==> src/rtl/adder_result_serializer_if.sv <==
// Handshake bundle between the adder result capture side and the narrow beat consumer.
interface adder_result_serializer_if #(
  parameter int DATA_WIDTH = 64,
  parameter int WORD_WIDTH = 16,
  parameter int DEPTH      = 4
);
  logic                      i_en;
  logic [DATA_WIDTH:0]       result;
  logic                      i_ovf_clr;
  logic                      i_ready;
  logic                      o_valid;
  logic [WORD_WIDTH-1:0]     o_data;
  logic                      o_last;
  logic [$clog2(DEPTH):0]    o_level;
  logic                      o_ovf;

  modport master (
    output i_en, result, i_ovf_clr, i_ready,
    input  o_valid, o_data, o_last, o_level, o_ovf
  );

  modport slave (
    input  i_en, result, i_ovf_clr, i_ready,
    output o_valid, o_data, o_last, o_level, o_ovf
  );
endinterface

==> src/rtl/adder_result_serializer.sv <==
// Captures adder sums into a small FIFO and streams each one LSB-first as
// WORD_WIDTH beats over valid/ready, flagging sums dropped while full.
module adder_result_serializer #(
  parameter int DATA_WIDTH = 64,
  parameter int WORD_WIDTH = 16,
  parameter int DEPTH      = 4
) (
  input  logic                    clk,
  input  logic                    rst_n,
  adder_result_serializer_if.slave bus
);
  localparam int SUM_W  = DATA_WIDTH + 1;
  localparam int BEATS  = (SUM_W + WORD_WIDTH - 1) / WORD_WIDTH;
  localparam int PAD_W  = BEATS * WORD_WIDTH;
  localparam int PTR_W  = $clog2(DEPTH);
  localparam int LVL_W  = PTR_W + 1;
  localparam int BEAT_W = (BEATS > 1) ? $clog2(BEATS) : 1;
  localparam logic [BEAT_W-1:0] LAST_BEAT = BEAT_W'(BEATS - 1);
  localparam logic [LVL_W-1:0]  FULL_LVL  = LVL_W'(DEPTH);

  logic [SUM_W-1:0]  mem_q [DEPTH];
  logic [SUM_W-1:0]  mem_d [DEPTH];
  logic [PTR_W-1:0]  wr_ptr_q, wr_ptr_d;
  logic [PTR_W-1:0]  rd_ptr_q, rd_ptr_d;
  logic [LVL_W-1:0]  level_q, level_d;
  logic [BEAT_W-1:0] beat_q, beat_d;
  logic              ovf_q, ovf_d;

  logic              valid;
  logic              last;
  logic              xfer;
  logic              pop;
  logic              push;
  logic              drop;
  logic [PAD_W-1:0]  head_pad;

  assign valid    = (level_q != '0);
  assign last     = valid && (beat_q == LAST_BEAT);
  assign xfer     = valid && bus.i_ready;
  assign pop      = xfer && (beat_q == LAST_BEAT);
  // A full FIFO still accepts a sum when the head leaves on the same edge.
  assign push     = bus.i_en && ((level_q != FULL_LVL) || pop);
  assign drop     = bus.i_en && !push;
  assign head_pad = PAD_W'(mem_q[rd_ptr_q]);

  always_comb begin
    mem_d    = mem_q;
    wr_ptr_d = wr_ptr_q;
    rd_ptr_d = rd_ptr_q;
    level_d  = level_q;
    beat_d   = beat_q;
    ovf_d    = ovf_q;

    if (push) begin
      mem_d[wr_ptr_q] = bus.result;
      wr_ptr_d        = wr_ptr_q + 1'b1;
    end

    if (xfer) begin
      if (pop) begin
        beat_d   = '0;
        rd_ptr_d = rd_ptr_q + 1'b1;
      end else begin
        beat_d = beat_q + 1'b1;
      end
    end

    case ({push, pop})
      2'b10:   level_d = level_q + 1'b1;
      2'b01:   level_d = level_q - 1'b1;
      default: level_d = level_q;
    endcase

    // A drop in the same cycle as a clear leaves the flag set.
    if (drop) begin
      ovf_d = 1'b1;
    end else if (bus.i_ovf_clr) begin
      ovf_d = 1'b0;
    end
  end

  // Control state
  always_ff @(posedge clk or negedge rst_n) begin
    if (!rst_n) begin
      wr_ptr_q <= '0;
      rd_ptr_q <= '0;
      level_q  <= '0;
      beat_q   <= '0;
      ovf_q    <= 1'b0;
    end else begin
      wr_ptr_q <= wr_ptr_d;
      rd_ptr_q <= rd_ptr_d;
      level_q  <= level_d;
      beat_q   <= beat_d;
      ovf_q    <= ovf_d;
    end
  end

  // Sum storage; contents are meaningless whenever level is zero
  always_ff @(posedge clk) begin
    mem_q <= mem_d;
  end

  assign bus.o_valid = valid;
  assign bus.o_last  = last;
  assign bus.o_data  = valid ? head_pad[beat_q*WORD_WIDTH +: WORD_WIDTH] : '0;
  assign bus.o_level = level_q;
  assign bus.o_ovf   = ovf_q;
endmodule

==> src/flat_wrapper.sv <==
// flat-port wrapper written by rule: the top's interface ports become plain ports
module adder_result_serializer_flat 
#(
  parameter int DATA_WIDTH = 64,
  parameter int WORD_WIDTH = 16,
  parameter int DEPTH      = 4
)
  (clk, rst_n, bus_i_en, bus_result, bus_i_ovf_clr, bus_i_ready, bus_o_valid, bus_o_data, bus_o_last, bus_o_level, bus_o_ovf);
  adder_result_serializer_if #(.DATA_WIDTH(DATA_WIDTH), .WORD_WIDTH(WORD_WIDTH), .DEPTH(DEPTH)) bus_i ();
  input  logic clk;
  input  logic rst_n;
  input wire logic [$bits(bus_i.i_en)-1:0] bus_i_en;
  input wire logic [$bits(bus_i.result)-1:0] bus_result;
  input wire logic [$bits(bus_i.i_ovf_clr)-1:0] bus_i_ovf_clr;
  input wire logic [$bits(bus_i.i_ready)-1:0] bus_i_ready;
  output wire logic [$bits(bus_i.o_valid)-1:0] bus_o_valid;
  output wire logic [$bits(bus_i.o_data)-1:0] bus_o_data;
  output wire logic [$bits(bus_i.o_last)-1:0] bus_o_last;
  output wire logic [$bits(bus_i.o_level)-1:0] bus_o_level;
  output wire logic [$bits(bus_i.o_ovf)-1:0] bus_o_ovf;
  assign bus_i.i_en = bus_i_en;
  assign bus_i.result = bus_result;
  assign bus_i.i_ovf_clr = bus_i_ovf_clr;
  assign bus_i.i_ready = bus_i_ready;
  assign bus_o_valid = bus_i.o_valid;
  assign bus_o_data = bus_i.o_data;
  assign bus_o_last = bus_i.o_last;
  assign bus_o_level = bus_i.o_level;
  assign bus_o_ovf = bus_i.o_ovf;
  adder_result_serializer #(.DATA_WIDTH(DATA_WIDTH), .WORD_WIDTH(WORD_WIDTH), .DEPTH(DEPTH)) u_core (.clk(clk), .rst_n(rst_n), .bus(bus_i));
endmodule
==> config.mk <==
export PLATFORM = sky130hd
export DESIGN_NAME = adder_result_serializer_flat
export DESIGN_NICKNAME = d
export VERILOG_FILES = /design/src/rtl/adder_result_serializer_if.sv /design/src/rtl/adder_result_serializer.sv /design/src/flat_wrapper.sv
export SDC_FILE = /design/constraint.sdc
export NUM_CORES = 1
export LEC_CHECK = 0
export BUFFER_PORTS_ARGS = -buffer_cell sky130_fd_sc_hd__buf_2
export CAP_MARGIN = 20
export CORE_ASPECT_RATIO = 1.4
export CORE_MARGIN = 2
export CORE_UTILIZATION = 59
export DETAILED_ROUTE_END_ITERATION = 16
export PLACE_DENSITY_LB_ADDON = 0.2
export SLEW_MARGIN = 10
export SYNTH_ARGS = -nofsm -noshare
export SYNTH_HDL_FRONTEND = slang
export SYNTH_SLANG_ARGS = --single-unit
==> constraint.sdc <==
create_clock -name clk -period 4.3 [get_ports clk]
set_clock_uncertainty 0.15 [all_clocks]
set_input_delay 0.86 -clock clk [delete_from_list [all_inputs] [get_ports clk]]
set_output_delay 0.86 -clock clk [all_outputs]
set_load 0.01 [all_outputs]
==> results.toml, run 1 <==
[run_status]
status = "finished clean"

[logic_synthesis]
netlist_instances = 470
synth_ff_type = "edfxtp_1"
synth.ff_latch_count = 271
yosysTopAreaCell = "edfxtp_1"
synth.cell_area_sq_um = 10500
yosys.area.top_type_share_pct = 74.3
netlist_top_cells_area = "edfxtp_1, mux4_2, mux2i_1"
synth_warnings = 0
synth-seq-area-share_pct = 76.9
syn_area_per_cell_sq_um = 22.4
syn_nets = 547
synthArstFlopShare_pct = 4.06
ys_types = 33
synth-edff-count = 260

[critical_path]
startpoint = "u_core.rd_ptr_q[0]"
path_class = "reg -> out"
critical-path-slowest-cell = "dfrtp_4"
start_kind = "flop"
r2r-end = "u_core.mem_q[43]"
reg2reg_depth = 6
r2r_slack_ns = 1.20
cp-endpoint = "bus_o_data[12]"
r2r_start = "u_core.beat_q[1]"
endpoint_kind = "primary output"
crit_chain = "buf_12, mux4_2, mux2i_1, o22ai_1, buf_2"
max_stage_delay_ns = 0.72
arrival_ns = 2.83
worstPathRequired_ns = 3.29
path_max_fanout = 37

[power_and_ir_drop]
max-vdd-ir-drop_v = 0.000497
power.density_nw_per_um2 = 699
leakage_nw = 4.17

[global_routing]
grt_max_degree = 66
grt-ovfl-total = 0
antenna_found_initial = 2
grt_pass1_vias = 5374
grt_pass1_wl_mm = 30.3
track_usage_pct = 21.8

[cts]
cts.repair.resized = 0
cts_buffers = 25
clk_path_buf_depth = 3
clkLatencyLatePin_ns = 0.51
cts_hold_buf = 0
root_buffer = "clkbuf_16"
cts_tree = "done"
cts.sinks = 271
clk_pin_slew_ns = 0.06
cts_htree_levels = 1
post_cts_buffers = 0

[routing]
wl_per_cell_microns = 23.7
drt_wl_total_mm = 19.7
postRouteAntennaNets = 0
drtPass1Iterations = 4
num_vias = 4960
drt-initial-drc-count = 365
drc = 0
via_per_inst = 5.95

[timing]
finalCritPeriodShare_pct = 89.4
worst_pin_slew_ns = 0.757
drv_slew = 0
hold_ws_ns = 0.0593
final-setup-viol-count = 0
rsz0062_at_grt = "false"
setup_tns_ns = 0
hold_viol = 0
final.min_clock_period_ns = 3.84
slew_headroom_pct = 49.5
max_clock_freq_mhz = 260

[layout]
drive_above_1_share_pct = 35.4
finalInstanceArea_sq_um = 12100
final_cell_mix = "edfxtp_1, buf_2, mux4_2, mux2i_1, clkbuf_16"
area_growth_syn_to_layout_pct = 15.1
nNetsFinal = 655
layout_commonest_cell = "edfxtp_1"
fillers = 1126

[hold_path]
hold_path_class = "in -> async"

[run]
cap_violations = 0

[placement]
hpwl_mm = 12.2
numPortBuffers = 91
placed_area_sq_um = 11300
place_congestion = 0.773

[floorplanning]
rows = 57
die_w_microns = 117
die_h_microns = 162
io-pin-count = 92
die_area_sq_um = 18900
start_util_pct = 60.4
core_sq_um = 17400
critical path: cells and delay by family (launching register included):
kind | cells | cell delay [ns]
AOI/OAI and AO/OA | 1 | 0.17
buffers and inverters | 2 | 0.54
DFF | 1 | 0.72
muxes | 2 | 0.83
synthesized netlist by cell type, drive strengths merged, types with 3 or more instances:
library cell	number
edfxtp	260
dfrtp	11
clkbuf	3
ha	6
inv	11
xnor2	5
nand2	5
o21ai	8
nor2	5
mux4	65
mux2i	32
buf	19
o22ai	15
and2	4
nand3	3
state kept, by name (all words and copies together), names as in the netlist:
signal	count
u_core.beat_q	3
u_core.bus.o_level	3
u_core.bus.o_ovf	1
u_core.wr_ptr_q	2
u_core.rd_ptr_q	2
u_core.mem_q	260
power breakdown:
group          internal, mW  total [mW]  switching [mW]
clock network          1.25        2.14           0.898
logic                  1.18        2.56            1.39
registers              3.49        3.75           0.266
total                  5.91        8.46            2.55
metal layers:
layer	routed length, microns	up-vias	part of all wire, %	GRT usage (%)
li1	-	2184	-	-
met1	7740	2557	39	29.5
met2	10300	189	52	36.4
met3	1280	30	6.5	4.25
met4	465	0	2.4	6.58
met5	0	-	0	0
cell families after synthesis:
family	Yosys count	synth area share, %
compound gates	32	1.95
xor+xnor	5	0.417
fa+ha+maj	7	0.905
buf+inv	33	1.67
flops	271	76.9
mux	97	17.0
simple gates	25	1.19
layout make-up:
class                           instances  area (sq um)  area share, %
Tap cell                              236           295           2.44
Multi-Input combinational cell        166          2260           18.7
Antenna cell                            2          5.00         0.0414
Clock inverter                         15           150           1.24
Clock buffer                           30           644           5.32
Sequential cell                       271          8090           66.8
Inverter                               11          41.3          0.341
Timing Repair Buffer                  103           621           5.13
worst min path at each step:
stage	from	end	slack (ns)
floorplan	u_core.bus.o_ovf	u_core.bus.o_ovf	0.40
global placement	u_core.bus.o_ovf	u_core.bus.o_ovf	0.34
detailed placement	u_core.bus.o_ovf	u_core.bus.o_ovf	0.34
CTS	rst_n	u_core.rd_ptr_q[0]	0.05
global route	rst_n	u_core.rd_ptr_q[0]	0.07
finish	rst_n	u_core.rd_ptr_q[0]	0.06
through the flow:
stage / setup WS [ns] / std cells / util [%] / total power [mW]
after global placement: 0.976 / 787 / 65.0 / 6.33
final: 0.457 / 834 / 69.5 / 8.46
after CTS: 0.406 / 832 / 69.5 / 8.56
after global routing: 0.312 / 832 / 69.5 / 8.83
after floorplan: 0.336 / 470 / - / 5.52
after detailed placement: 0.967 / 787 / 65.0 / 6.42
Power figures use the tool's default switching activity.
==> run 2: changes to the inputs <==
==> constraint.sdc (replaced) <==
create_clock -name clk -period 4.3 [get_ports clk]
set_clock_uncertainty 0.15 [all_clocks]
set_input_delay 0.43 -clock clk [delete_from_list [all_inputs] [get_ports clk]]
set_output_delay 0.43 -clock clk [all_outputs]
set_load 0.01 [all_outputs]
==> results.toml, run 2 (synthesis gave the netlist of run 1 again) <==
[run_status]
status = "finished clean"

[power_and_ir_drop]
power.density_nw_per_um2 = 658
leakage_nw = 4.39
fin_total_pwr_mw = 8.33
max-vdd-ir-drop_v = 0.000412

[placement]
place_congestion = 0.772
numPortBuffers = 91
hpwl_mm = 11.8
place_ws_ns = 1.27
dp.cells = 785

[global_routing]
grt_pass1_vias = 5615
grt_max_degree = 66
antenna_found_initial = 0
grt-ovfl-total = 0
grt_pass1_wl_mm = 31.6
track_usage_pct = 22.7

[cts]
clk_pin_slew_ns = 0.06
cts.repair.resized = 0
cts.sinks = 271
root_buffer = "clkbuf_16"
clk_path_buf_depth = 3
post_cts_buffers = 0
clkLatencyLatePin_ns = 0.51
cts_buffers = 25
cts_htree_levels = 1
cts_tree = "done"

[layout]
largest-register = "u_core.mem_q"
insertedDiodeCount = 0
fillers = 1036
layout_commonest_cell = "edfxtp_1"
drive_above_1_share_pct = 30.9
area_growth_syn_to_layout_pct = 20.3
stdcell_count = 892
seqCellArea_sq_um = 8090
nNetsFinal = 717
final_util_pct = 72.7
multi_input_area_sq_um = 2260
final_cell_mix = "edfxtp_1, buf_2, mux4_2, dlygate4sd3_1, mux2i_1"
largest_reg_flops = 260

[critical_path]
r2r_start = "u_core.beat_q[0]"
critical-path-slowest-cell = "dfrtp_4"
r2r_slack_ns = 1.55
r2r-end = "u_core.mem_q[76]"
crit_chain = "buf_12, mux4_2, mux2i_1, o22ai_1, buf_2"
arrival_ns = 2.91
start_kind = "flop"
max_stage_delay_ns = 0.76
crit_buf_inv = 2
critPathTopFamily = "multiplexers"
worstPathRequired_ns = 3.72
reg2reg_depth = 7
path_max_fanout = 42
endpoint_kind = "primary output"
path_class = "reg -> out"

[timing]
setup_slack_ns = 0.812
finalCritPeriodShare_pct = 81.1
max_clock_freq_mhz = 287
drv_slew = 0
setup_tns_ns = 0
hold_viol = 0
final-setup-viol-count = 0
final.min_clock_period_ns = 3.49
worst_pin_slew_ns = 0.851
slew_headroom_pct = 43.3
rsz0062_at_grt = "false"

[floorplanning]
die_h_microns = 162
core_sq_um = 17400
io-pin-count = 92
die_w_microns = 117
die_area_sq_um = 18900
rows = 57
start_util_pct = 60.4

[routing]
drtPass1Iterations = 5
wl_per_cell_microns = 22.7
drt_wl_total_mm = 20.3
drc = 0
drt-initial-drc-count = 423
via_per_inst = 5.84
num_vias = 5207
postRouteAntennaNets = 0

[hold_path]
hold_end = "u_core.mem_q[113]"
min_path_cells = 1
hold_start = "bus_result[48]"
hold_path_class = "in -> reg"

[run]
cap_violations = 0
## run 2: cell types whose count changed in the layout (fill, tap and decap cells not counted)
cell / previous run / this run
inv_6: 1 / 0
clkinv_4: 0 / 1
clkinv_1: 5 / 7
buf_12: 6 / 5
bufinv_16: 3 / 1
dlygate4sd3_1: 0 / 64
clkinv_2: 5 / 2
clkbuf_1: 5 / 7
diode_2: 2 / 0
buf_4: 6 / 5
clkinvlp_4: 1 / 0
## run 2: how the worst max path moves through the flow
stage,depth (start not counted),slack (ns),start,to
floorplan,6,0.34,u_core.beat_q[0],u_core.mem_q[0]
global placement,5,1.29,u_core.rd_ptr_q[0],bus_o_data[4]
detailed placement,5,1.27,u_core.rd_ptr_q[0],bus_o_data[4]
CTS,5,0.75,u_core.rd_ptr_q[0],bus_o_data[4]
global route,5,0.63,u_core.rd_ptr_q[0],bus_o_data[4]
finish,5,0.81,u_core.rd_ptr_q[0],bus_o_data[4]
## run 2: metal layers
metal | vias up | share of wire (%) | global-route usage [%]
met4 | 0 | 1.9 | 6.26
met5 | - | 0 | 0
met3 | 26 | 6.5 | 3.73
met1 | 2665 | 39 | 31.1
met2 | 205 | 52 | 38.4
li1 | 2311 | - | -
## run 2: per-stage QoR
step | instance area [sq um] | hold slack [ns]
floorplan | 10500 | -0.0156
global placement | 11300 | 0.164
detailed placement | 11300 | 0.169
CTS | 12600 | 0.00251
global route | 12600 | 0.00350
finish | 12600 | 0.0145
## run 2: cell type report
type / count / area share, %
inverters: 11 / 0.327
repair buffers: 165 / 9.76
flip-flops and latches: 271 / 64.0
multi-input cells: 166 / 17.9
well taps: 236 / 2.34
clock buffers: 32 / 5.16
clock inverters: 11 / 0.594
## run 2: power breakdown
part | total [mW] | internal (mW) | leakage [nW] | switching (mW)
sequential | 3.78 | 3.49 | 2.51 | 0.295
combinational | 2.54 | 1.20 | 1.52 | 1.35
clock | 2.00 | 1.12 | 0.353 | 0.877
## run 2: repair_timing
action,CTS,global route
hold buffers,64,0
hold endpoints to repair,257,0
setup endpoints to repair,0,0
==> run 3: changes to the inputs <==
Settings changed: CORE_UTILIZATION 59 to 53.
Clock period 4.3 ns to 3.05 ns, I/O delays scaled along.
==> results.toml, run 3 (synthesis gave the netlist of run 1 again) <==
[global_routing]
grt-ovfl-total = 0
grt_pass1_wl_mm = 31.7
grt_pass1_vias = 5774
antenna_found_initial = 0
track_usage_pct = 20.3
grt_max_degree = 49

[cts]
cts_buffers = 25
clk_path_buf_depth = 3
cts_tree = "done"
clkLatencyLatePin_ns = 0.51
cts.repair.resized = 0
cts_htree_levels = 1
cts.sinks = 271
post_cts_buffers = 0
clk_pin_slew_ns = 0.06
root_buffer = "clkbuf_16"

[critical_path]
startpoint = "u_core.rd_ptr_q[0]"
path_class = "reg -> out"
r2r-end = "u_core.bus.o_level[1]"
r2r_start = "u_core.beat_q[0]"
cp-endpoint = "bus_o_data[14]"
arrival_ns = 2.44
critPathTopFamily = "multiplexers"
cp_num_cells = 5
max_stage_delay_ns = 0.53
worstPathRequired_ns = 2.59
start_kind = "flop"
endpoint_kind = "primary output"
crit_chain = "buf_4, mux4_2, mux2i_1, o22ai_1, buf_2"
path_max_fanout = 11
crit_buf_inv = 2
r2r_slack_ns = 0.57
reg2reg_depth = 8
critical-path-slowest-cell = "dfrtp_4"

[routing]
wl_per_cell_microns = 22.3
drtPass1Iterations = 4
via_per_inst = 5.73
drt_wl_total_mm = 20.5
drc = 0
num_vias = 5274
postRouteAntennaNets = 0
drt-initial-drc-count = 408

[placement]
hpwl_mm = 12.5
place_congestion = 0.720
place_ws_ns = 0.617
numPortBuffers = 91

[run]
cap_violations = 0

[floorplanning]
die_area_sq_um = 21000
die_w_microns = 123
die_h_microns = 171
rows = 60
io-pin-count = 92
core_sq_um = 19400
start_util_pct = 54.3

[layout]
drive_above_1_share_pct = 31.8
area_growth_syn_to_layout_pct = 22.7
largest-register = "u_core.mem_q"
largest_reg_flops = 260
layout_commonest_cell = "edfxtp_1"
final_cell_mix = "edfxtp_1, buf_2, dlygate4sd3_1, mux4_2, mux2i_1"
nNetsFinal = 732
insertedDiodeCount = 0

[timing]
final.min_clock_period_ns = 2.90
final-setup-viol-count = 0
finalCritPeriodShare_pct = 95.0
worst_pin_slew_ns = 0.687
hold_viol = 0
hold_ws_ns = 0.0584
drv_slew = 0
rsz0062_at_grt = "false"
max_clock_freq_mhz = 345
slew_headroom_pct = 54.2
setup_slack_ns = 0.153

[power_and_ir_drop]
max-vdd-ir-drop_v = 0.000549
leakage_nw = 4.49
power.density_nw_per_um2 = 930
fin_total_pwr_mw = 12.0

[hold_path]
hold_path_class = "in -> async"

[run_status]
status = "finished clean"
[run 3: worst min-delay path by stage]
stage | to | slack (ns) | cells past startpoint
5_1_grt | u_core.bus.o_level[1] | 0.09 | 2
3_3_place_gp | u_core.beat_q[1] | 0.03 | 1
3_5_place_dp | u_core.bus.o_ovf | 0.05 | 1
2_1_floorplan | u_core.beat_q[0] | -0.14 | 0
4_1_cts | u_core.bus.o_level[1] | 0.04 | 2
6_report | u_core.wr_ptr_q[0] | 0.06 | 2
[run 3: stage by stage]
| stage | setup TNS (ns) | area, sq um | utilization (%) | cells |
|---|---|---|---|---|
| 4_1_cts | 0 | 12900 | 66.5 | 920 |
| 5_1_grt | 0 | 12900 | 66.6 | 921 |
| 6_report | 0 | 12900 | 66.6 | 921 |
| 3_5_place_dp | 0 | 11400 | 59.1 | 806 |
| 3_3_place_gp | 0 | 11400 | 59.1 | 806 |
| 2_1_floorplan | -58.75 | 10500 | - | 470 |
[run 3: layout make-up]
class / count / area (sq um)
fillers: 1300 / 6470
inverters: 11 / 41.3
multi-input cells: 166 / 2260
clock inverters: 8 / 70.1
clock buffers: 37 / 671
well taps: 248 / 310
flip-flops and latches: 271 / 8090
repair buffers: 180 / 1460
[run 3: metal layers]
metal	share of wire (%)	global-route usage, %	routed length (microns)
met1	39	25.3	7970
met2	53	36.6	11000
met3	5.3	3.13	1090
met4	2.5	6.23	518
met5	0	0	0
[run 3: what timing repair did]
item,in CTS,in global routing
hold buffers,69,0
hold endpoints to repair,273,0
endpoints found under the setup margin,0,2
[run 3: power breakdown]
| group | total [mW] | internal (mW) | switching (mW) |
|---|---|---|---|
| Combinational | 3.98 | 1.87 | 2.11 |
| Clock | 2.84 | 1.61 | 1.23 |
| Sequential | 5.18 | 4.91 | 0.263 |
| Total | 12.0 | 8.39 | 3.61 |
